[config.mk]
export PLATFORM = sky130hd
export DESIGN_NAME = line_buffer_feeder
export DESIGN_NICKNAME = d
export VERILOG_FILES = /design/src/rtl/npu_pkg.sv /design/src/rtl/line_ram.sv /design/src/rtl/line_buffer_feeder.sv
export SDC_FILE = /design/constraint.sdc
export NUM_CORES = 1
export LEC_CHECK = 0
export CAP_MARGIN = 40
export CORE_MARGIN = 5
export CORE_UTILIZATION = 51
export DETAILED_ROUTE_END_ITERATION = 10
export DONT_BUFFER_PORTS = 1
export GPL_ROUTABILITY_DRIVEN = 0
export PLACE_DENSITY_LB_ADDON = 0.08
export SLEW_MARGIN = 0
export SYNTH_ARGS = -nofsm -noshare
export SYNTH_HDL_FRONTEND = slang
export SYNTH_HIERARCHICAL = 1
export SYNTH_SLANG_ARGS = --single-unit
[constraint.sdc]
create_clock -name clk -period 2.9 [get_ports clk]
set_clock_uncertainty 0.2 [all_clocks]
set_input_delay 0.145 -clock clk [delete_from_list [all_inputs] [get_ports clk]]
set_output_delay 0.145 -clock clk [all_outputs]
set_load 0.02 [all_outputs]
[src/rtl/npu_pkg.sv]
`default_nettype none
// ============================================================================
// | Module      : npu_pkg                                                    |
// | Description : Shared constants and types for the convolution datapath.  |
// | Revision    : 1.0 - initial release                                      |
// ============================================================================
package npu_pkg;

    // Default pixel width used across the datapath
    localparam int DEFAULT_BIT_DEPTH = 8;

    // Convolution window edge length (3x3 neighbourhood)
    localparam int WIN_SIZE = 3;

    // Line buffer feeder control states
    typedef enum logic [1:0] {
        ST_IDLE   = 2'd0,
        ST_FILL   = 2'd1,
        ST_STREAM = 2'd2,
        ST_DONE   = 2'd3
    } feeder_state_t;

endpackage
`default_nettype wire

[src/rtl/line_ram.sv]
`default_nettype none
// ============================================================================
// | Module      : line_ram                                                   |
// | Description : Single-port DEPTH x WIDTH row store with synchronous       |
// |               read-before-write and a resettable read register.          |
// | Revision    : 1.0 - initial release                                      |
// ============================================================================
module line_ram #(
    parameter int DEPTH  = 28,
    parameter int WIDTH  = 8,
    parameter int ADDR_W = $clog2(DEPTH)
) (
    input  logic              clk,
    input  logic              rst_n,
    input  logic              en_i,
    input  logic              we_i,
    input  logic [ADDR_W-1:0] addr_i,
    input  logic [WIDTH-1:0]  wdata_i,
    output logic [WIDTH-1:0]  rdata_o
);

    logic [WIDTH-1:0] mem_q [DEPTH];
    logic [WIDTH-1:0] rdata_q;

    // Storage array write; contents are never cleared so it maps onto block RAM
    always_ff @(posedge clk) begin
        if (en_i && we_i) begin
            mem_q[addr_i] <= wdata_i;
        end
    end

    // Read register captures the old word at the addressed location (read-before-write)
    always_ff @(posedge clk) begin
        if (!rst_n) begin
            rdata_q <= '0;
        end else if (en_i) begin
            rdata_q <= mem_q[addr_i];
        end
    end

    assign rdata_o = rdata_q;

endmodule
`default_nettype wire

[src/rtl/line_buffer_feeder.sv]
`default_nettype none
// ============================================================================
// | Module      : line_buffer_feeder                                         |
// | Description : Raster-to-column converter feeding the 3x3 window shift    |
// |               register; emits three vertically aligned pixels per column.|
// | Revision    : 1.0 - initial release                                      |
// ============================================================================
module line_buffer_feeder
    import npu_pkg::*;
#(
    parameter int BIT_DEPTH  = DEFAULT_BIT_DEPTH,
    parameter int IMG_WIDTH  = 28,
    parameter int IMG_HEIGHT = 28
) (
    input  logic                 clk,
    input  logic                 rst_n,
    input  logic                 pix_valid,
    input  logic [BIT_DEPTH-1:0] pix_in,
    output logic                 pix_ready,
    output logic [BIT_DEPTH-1:0] col_out1,
    output logic [BIT_DEPTH-1:0] col_out2,
    output logic [BIT_DEPTH-1:0] col_out3,
    output logic                 col_valid,
    output logic                 win_full,
    output logic                 frame_done
);

    localparam int COL_W = $clog2(IMG_WIDTH);
    localparam int ROW_W = $clog2(IMG_HEIGHT);

    localparam logic [COL_W-1:0] c_COL_LAST = COL_W'(IMG_WIDTH - 1);
    localparam logic [ROW_W-1:0] c_ROW_LAST = ROW_W'(IMG_HEIGHT - 1);
    localparam logic [COL_W-1:0] c_COL_EDGE = COL_W'(WIN_SIZE - 1);
    localparam logic [ROW_W-1:0] c_ROW_EDGE = ROW_W'(WIN_SIZE - 1);
    localparam logic [ROW_W-1:0] c_ROW_FILL = ROW_W'(WIN_SIZE - 2);

    feeder_state_t        state_q;
    logic [COL_W-1:0]     col_idx_q, col_idx_d;
    logic [ROW_W-1:0]     row_idx_q, row_idx_d;
    logic                 pix_ready_q;
    logic [BIT_DEPTH-1:0] col3_q;
    logic                 swap_q;
    logic                 col_valid_q;
    logic                 win_full_q;
    logic                 frame_done_q;

    logic                 w_accept;
    logic                 w_col_last;
    logic                 w_row_last;
    logic                 w_frame_last;
    logic                 w_fill_last;
    logic                 w_stream_row;
    logic                 w_odd_row;
    logic [BIT_DEPTH-1:0] w_lb0_rdata;
    logic [BIT_DEPTH-1:0] w_lb1_rdata;

    // Acceptance, position decode and next raster position
    always_comb begin
        w_accept     = pix_valid & pix_ready_q;
        w_col_last   = (col_idx_q == c_COL_LAST);
        w_row_last   = (row_idx_q == c_ROW_LAST);
        w_frame_last = w_col_last & w_row_last;
        w_fill_last  = w_col_last & (row_idx_q == c_ROW_FILL);
        w_stream_row = (row_idx_q >= c_ROW_EDGE);
        w_odd_row    = row_idx_q[0];
        col_idx_d    = col_idx_q;
        row_idx_d    = row_idx_q;
        if (w_accept) begin
            if (w_col_last) begin
                col_idx_d = '0;
                row_idx_d = w_row_last ? '0 : (row_idx_q + 1'b1);
            end else begin
                col_idx_d = col_idx_q + 1'b1;
            end
        end
    end

    // The two row stores alternate roles by row parity: each row overwrites the
    // store holding row r-2 at the same address it reads, so every access is a
    // plain single-port read-before-write and no row-to-row copy is needed.
    // lb0 takes even rows, lb1 takes odd rows.
    line_ram #(
        .DEPTH  (IMG_WIDTH),
        .WIDTH  (BIT_DEPTH),
        .ADDR_W (COL_W)
    ) u_lb0 (
        .clk     (clk),
        .rst_n   (rst_n),
        .en_i    (w_accept),
        .we_i    (~w_odd_row),
        .addr_i  (col_idx_q),
        .wdata_i (pix_in),
        .rdata_o (w_lb0_rdata)
    );

    line_ram #(
        .DEPTH  (IMG_WIDTH),
        .WIDTH  (BIT_DEPTH),
        .ADDR_W (COL_W)
    ) u_lb1 (
        .clk     (clk),
        .rst_n   (rst_n),
        .en_i    (w_accept),
        .we_i    (w_odd_row),
        .addr_i  (col_idx_q),
        .wdata_i (pix_in),
        .rdata_o (w_lb1_rdata)
    );

    // Control FSM, raster counters and registered column outputs
    always_ff @(posedge clk) begin
        if (!rst_n) begin
            state_q      <= ST_IDLE;
            col_idx_q    <= '0;
            row_idx_q    <= '0;
            pix_ready_q  <= 1'b1;
            col3_q       <= '0;
            swap_q       <= 1'b0;
            col_valid_q  <= 1'b0;
            win_full_q   <= 1'b0;
            frame_done_q <= 1'b0;
        end else begin
            col_idx_q    <= col_idx_d;
            row_idx_q    <= row_idx_d;
            col_valid_q  <= w_accept & w_stream_row;
            win_full_q   <= w_accept & w_stream_row & (col_idx_q >= c_COL_EDGE);
            frame_done_q <= w_accept & w_frame_last;
            pix_ready_q  <= 1'b1;
            if (w_accept) begin
                col3_q <= pix_in;
                // On odd rows lb1 holds the older row, so the read data swap lanes
                swap_q <= w_odd_row;
            end
            case (state_q)
                ST_IDLE: begin
                    if (w_accept) begin
                        state_q <= ST_FILL;
                    end
                end
                ST_FILL: begin
                    if (w_accept && w_fill_last) begin
                        state_q <= ST_STREAM;
                    end
                end
                ST_STREAM: begin
                    if (w_accept && w_frame_last) begin
                        state_q     <= ST_DONE;
                        pix_ready_q <= 1'b0;
                    end
                end
                ST_DONE: begin
                    state_q <= ST_IDLE;
                end
                default: begin
                    state_q <= ST_IDLE;
                end
            endcase
        end
    end

    assign pix_ready  = pix_ready_q;
    assign col_out1   = swap_q ? w_lb1_rdata : w_lb0_rdata;
    assign col_out2   = swap_q ? w_lb0_rdata : w_lb1_rdata;
    assign col_out3   = col3_q;
    assign col_valid  = col_valid_q;
    assign win_full   = win_full_q;
    assign frame_done = frame_done_q;

endmodule
`default_nettype wire

==> results of run 1 <==
## metal layers
layer / up-vias / track usage / wire length, um
met3: 56 / 0.0448 / 3340
met4: 0 / 0.0545 / 838
met5: - / 0 / 0
li1: 4899 / - / -
met1: 5633 / 0.359 / 22100
met2: 403 / 0.330 / 20700
## kinds of logic (layout without fill, tap and decap cells)
| family | after synthesis | after routing | synth area share |
|---|---|---|---|
| DFF | 489 | 489 | 0.733 |
| and+or+nand+nor | 233 | 233 | 0.0657 |
| adders and majority gates | 8 | 8 | 0.00514 |
| muxes | 227 | 227 | 0.128 |
| AOI/OAI and AO/OA | 153 | 153 | 0.0486 |
| buffers and inverters | 81 | 206 | 0.0197 |
## tightest hold or removal path: stages (launching register included)
cell	delay (ps)
dfxtp_1	320
nand2_1	60
mux2i_1	50
## metrics by stage
step                hold slack [ps]  cell area (um^2)
floorplan                      43.9             19500
global placement               47.8             20500
detailed placement             47.2             20500
CTS                             282             22500
global route                    315             22500
finish                          278             22500
## layout make-up
cell class / instances / area, um^2 / area share
clock inverter: 26 / 290 / 0.0129
inverter: 7 / 26.3 / 0.00117
sequential: 489 / 14300 / 0.635
tap: 511 / 639 / 0.0284
timing repair buffer: 105 / 1070 / 0.0474
multi-input combinational: 621 / 4830 / 0.215
clock buffer: 68 / 1370 / 0.0608
## flip-flops by register name (all words and copies together), names as in the netlist, 2 cells and up
| signal | cells |
|---|---|
| col_idx_q | 5 |
| u_lb1/mem_q | 224 |
| u_lb0/rdata_o | 8 |
| col_out3 | 8 |
| u_lb1/rdata_o | 8 |
| state_q | 2 |
| u_lb0/mem_q | 224 |
| row_idx_q | 5 |
## power by group
| part | total (mW) | leakage [nW] | switching, mW | internal (mW) |
|---|---|---|---|---|
| clock | 6.42 | 0.808 | 2.64 | 3.78 |
| combinational | 0.815 | 1.90 | 0.486 | 0.328 |
| sequential | 7.82 | 4.37 | 0.0751 | 7.74 |
| total | 15.1 | 7.08 | 3.20 | 11.8 |
## cell usage in the layout (no fill, tap or decap), types with 18 or more instances in the layout
master | synthesis | layout
a31oi_1 | 18 | 18
dfxtp_1 | 41 | 36
nand3_1 | 20 | 20
o21ai_0 | 31 | 31
nor3_1 | 29 | 27
o22ai_1 | 80 | 80
edfxtp_1 | 448 | 448
mux2i_1 | 195 | 195
nor2_1 | 71 | 71
clkbuf_16 | 0 | 50
nand2_1 | 38 | 38
buf_4 | 5 | 78
## what timing repair did
action,in CTS,in global routing
hold endpoints to repair,489,0
hold buffers,21,0
setup endpoints to repair,0,3
gates resized for setup,0,2
## worst max-delay path by stage
| stage | from | end | slack (ps) | depth (start not counted) |
|---|---|---|---|---|
| final | col_idx_q[1]$_SDFFE_PN0P_ | u_lb1/rdata_o[5]$_SDFFE_PN0P_ | 130 | 7 |
| after global routing | col_idx_q[1]$_SDFFE_PN0P_ | u_lb1/rdata_o[5]$_SDFFE_PN0P_ | 70 | 7 |
| after CTS | col_idx_q[0]$_SDFFE_PN0P_ | row_idx_q[1]$_SDFFE_PN0P_ | 130 | 7 |
| after detailed placement | col_idx_q[3]$_SDFFE_PN0P_ | u_lb1/rdata_o[1]$_SDFFE_PN0P_ | 200 | 6 |
| after global placement | col_idx_q[1]$_SDFFE_PN0P_ | u_lb1/rdata_o[5]$_SDFFE_PN0P_ | 220 | 7 |
| after floorplan | pix_ready$_SDFF_PN1_ | u_lb0/mem_q[27][0]$_DFFE_PP_ | 60 | 6 |
==> reports/metrics.yaml, run 1 <==
crit_type: "flip-flop to flip-flop"
initial_utilization: 0.517
numCtsBuffers: 50
cpMaxStageDelayCell: "dfxtp_4"
ys_warn_count: 6
syn_inst: 1191
drive_above_1_share: 0.169
grt_max_degree: 58
reg2reg_depth: 7
yosysMostFrequentCell: "edfxtp_1"
peakVddDrop_uv: 586
worstHoldPathCells: 2
ys_top_cells_by_count: "448 x edfxtp_1, 195 x mux2i_1, 80 x o22ai_1, 71 x nor2_1, 41 x dfxtp_1"
rows: 71
slowest_delay_ps: 570
dp_cells: 1712
cts_root_buf: "clkbuf_16"
crit_chain: "buf_12 -> buf_12 -> mux2i_1 -> o22ai_1 -> nor4_1 -> buf_4 -> a31oi_1"
rr_endpoint: "u_lb1/rdata_o[5]$_SDFFE_PN0P_"
setup_tns_ps: 0
ant_nets: 0
critical-path-top-delay-family: "buffers and inverters"
min-delay-start: "state_q[1]$_SDFFE_PN0P_"
place.detailed.hpwl_um: 28800
syn_area_um2: 19500
end_kind: "flip-flop"
syn_area_per_cell_um2: 16.4
hold_class: "flip-flop to flip-flop"
grt.overflow.total: 0
finalHoldViolations: 0
syn-num-nets: 1210
power.density_nw_per_um2: 669
grt_pass1_wl_um: 70900
fin_crit_sh: 0.955
vias_per_cell: 6.02
crit_path_start_kind: "flip-flop"
finalSetupViolCount: 0
drt-initial-drc-count: 1066
fillerInstances: 2873
dieArea_um2: 42200
synth_area_leaders: "edfxtp_1 69%, mux2i_1 10%, dfxtp_1 4.2%"
synth.top_cell.area_share: 0.691
fin_crit_ps: 2770
r2r-start: "col_idx_q[1]$_SDFFE_PN0P_"
grt_pass1_vias: 10815
syn_to_final_growth_pct: 15.6
r2r_slack_ps: 130
maxCapViolCount: 0
post-place-ws_ps: 202
cts_max_path_buffers: 3
ys_types: 44
ios: 39
arrival_ps: 3030
outcome: "completed"
num_antenna_cells: 0
die_w_um: 205
cts_tree: "yes"
p_leak_nw: 7.08
clk_latency_ps: 590
path_common_cell: "buf_12"
grt_antenna_before_repair: 0
clock-sinks: 489
cts.clk_slew.worst_paths_ps: 60
synth_area_leader_cell: "edfxtp_1"
dieHeight_um: 205
synth_flop_cell: "edfxtp_1"
slew_headroom: 0.449
synth-seq-cells: 489
whs_endpoint: "state_q[1]$_SDFFE_PN0P_"
crit_buf_inv: 3
cts-htree-levels: 2
power_mw: 15.1
core_um2: 37700
rsz0062_at_grt: "no"
max_freq_mhz: 361
wl_per_cell_um: 25.7
final_cells: 1827
crit_required_ps: 3160
synth-seq-area-share: 0.733
synth-async-reset-ratio: 0
firstDrtPassIters: 5
wirelength_um: 47000
io_buffers: 0
fin_nets: 1293
drc: 0
finish.utilization: 0.598
worst_slew_pin_slew_ps: 824
grt_use_total: 0.228
vias: 10991
synth-edff-count: 448
finalWorstSetupSlack_ps: 129
path_max_fanout: 26
report.final.slew_viol_count: 0
cts_setup_buffers: 0
Note: power is estimated with default switching activity, not from simulation.
==> run 2, diff against run 1 <==
Settings changed: CORE_ASPECT_RATIO set to 0.7.
==> run 2 against run 1 <==
Against the previous run: total power rose by 0.46%; register-to-register slack improved by 30 ps; final area barely moved; largest cell class unchanged; first-iteration DRC count rose by 4.9%; worst setup slack improved by 34 ps; wire length rose by 1.1%; combinational power barely moved.
==> reports/metrics.yaml, run 2 (synthesis gave the netlist of run 1 again) <==
outcome: "completed"
drt-initial-drc-count: 1118  # +4.9%
worstHoldPathCells: 2  # unchanged
fin_crit_sh: 0.944  # -0.0117
grt.overflow.total: 0  # unchanged
grt_max_degree: 58  # unchanged
reg_top3: "u_lb0/mem_q x224, u_lb1/mem_q x224"
dieHeight_um: 174  # -16%
ios: 39  # unchanged
rsz0062_at_grt: "no"
cts-htree-levels: 2  # unchanged
cts_tree: "yes"
setup_tns_ps: 0  # unchanged
area.sequential_um2: 14300  # about the same
initial_utilization: 0.520  # +0.00330
vias: 11041  # +0.45%
wirelength_um: 47500  # +1.1%
crit_path_start_kind: "flip-flop"
place.detailed.hpwl_um: 30200  # +4.6%
fin_crit_ps: 2740  # -33.8 ps
crit_required_ps: 3190  # +30 ps
grt_pass1_vias: 10336  # -4.4%
grt_use_total: 0.222  # -0.00638
slew_headroom: 0.447  # -0.00126
end_kind: "flip-flop"
power.density_nw_per_um2: 671  # +0.40%
syn_to_final_growth_pct: 15.6  # about the same
die_w_um: 244  # +19%
layout_common_cells: "448 x edfxtp_1, 195 x mux2i_1, 90 x buf_4"
cts_setup_buffers: 0  # unchanged
r2r-start: "col_idx_q[0]$_SDFFE_PN0P_"
worst_slew_pin_slew_ps: 828  # +3.80 ps
peakVddDrop_uv: 615  # +5.0%
fin_nets: 1299  # +0.46%
path_max_fanout: 31  # +19%
ant_nets: 0  # unchanged
grt_pass1_wl_um: 70000  # -1.3%
max_freq_mhz: 365  # +1.2%
numCtsBuffers: 47  # -6.0%
reg2reg_depth: 7  # unchanged
multi_input_area_um2: 4860  # +0.65%
core_um2: 37400  # -0.63%
cts.clk_slew.worst_paths_ps: 60  # about the same
finalSetupViolCount: 0  # unchanged
finalHoldViolations: 0  # unchanged
firstDrtPassIters: 5  # unchanged
crit_type: "flip-flop to flip-flop"
p_leak_nw: 7.14  # +0.83%
dpl_cell_area_um2: 20500  # +0.10%
post-route-cell-area_um2: 22500  # about the same
hold_class: "flip-flop to flip-flop"
wl_per_cell_um: 26.4  # +2.5%
fillerInstances: 2773  # -3.5%
dieArea_um2: 42300  # +0.15%
arrival_ps: 3030  # about the same
min-delay-start: "state_q[1]$_SDFFE_PN0P_"
hold_ws_ps: 287  # +9.68 ps
report.final.slew_viol_count: 0  # unchanged
clock-sinks: 489  # unchanged
clk_latency_ps: 550  # -40 ps
rows: 59  # -17%
drive_above_1_share: 0.175  # +0.00635
num_antenna_cells: 0  # unchanged
grt_antenna_before_repair: 0  # unchanged
worstSetupStartpoint: "col_idx_q[0]$_SDFFE_PN0P_"
maxCapViolCount: 0  # unchanged
final_common_cell: "edfxtp_1"
cts_max_path_buffers: 3  # unchanged
cts_root_buf: "clkbuf_16"
drc: 0  # unchanged
vias_per_cell: 6.13  # +1.8%
io_buffers: 0  # unchanged
## run 2: worst paths after layout
path,to,slack [ps]
max,row_idx_q[1]$_SDFFE_PN0P_,160
min,state_q[1]$_SDFFE_PN0P_,290
max reg2reg,row_idx_q[1]$_SDFFE_PN0P_,160
min reg2reg,state_q[1]$_SDFFE_PN0P_,290
## run 2: metal layers
| layer | up-vias | global-route usage | part of all wire |
|---|---|---|---|
| met2 | 454 | 0.290 | 0.40 |
| li1 | 4899 | - | - |
| met5 | - | 0 | 0 |
| met3 | 77 | 0.0686 | 0.10 |
| met1 | 5611 | 0.362 | 0.48 |
| met4 | 0 | 0.0479 | 0.022 |
## run 2: critical path, stage by stage, from the launching register on
cell	delay (ps)
dfxtp_2	710
ha_1	320
and3_1	280
buf_4	210
nand2_1	110
nor3_1	200
o21a_1	120
dlygate4sd3_1	530
## run 2: timing repair
action / CTS / global route
resized for setup: 0 / 5
endpoints found under the hold margin: 489 / 0
hold buffers: 20 / 0
endpoints found under the setup margin: 0 / 5
## run 2: per-stage QoR
stage / cells / power, mW / setup slack (ps) / utilization
5_1_grt: 1802 / 15.6 / 9.06 / 0.602
3_3_place_gp: 1699 / 8.59 / 116 / 0.548
6_report: 1802 / 15.1 / 163 / 0.602
4_1_cts: 1802 / 15.3 / 93.1 / 0.601
3_5_place_dp: 1699 / 8.60 / 103 / 0.548
2_1_floorplan: 1191 / 8.41 / 61.7 / -
## run 2: layout make-up
type	instances	share of cell area
sequential	489	0.634
clock inverter	29	0.0187
timing repair buffer	114	0.0491
clock buffer	54	0.0538
multi-input combinational	621	0.216
tap	488	0.0271
inverter	7	0.00117
## run 2: power by group
part | leakage, nW | switching (mW) | internal, mW
combinational | 1.96 | 0.494 | 0.324
sequential | 4.37 | 0.0647 | 7.74
clock | 0.807 | 2.53 | 3.97
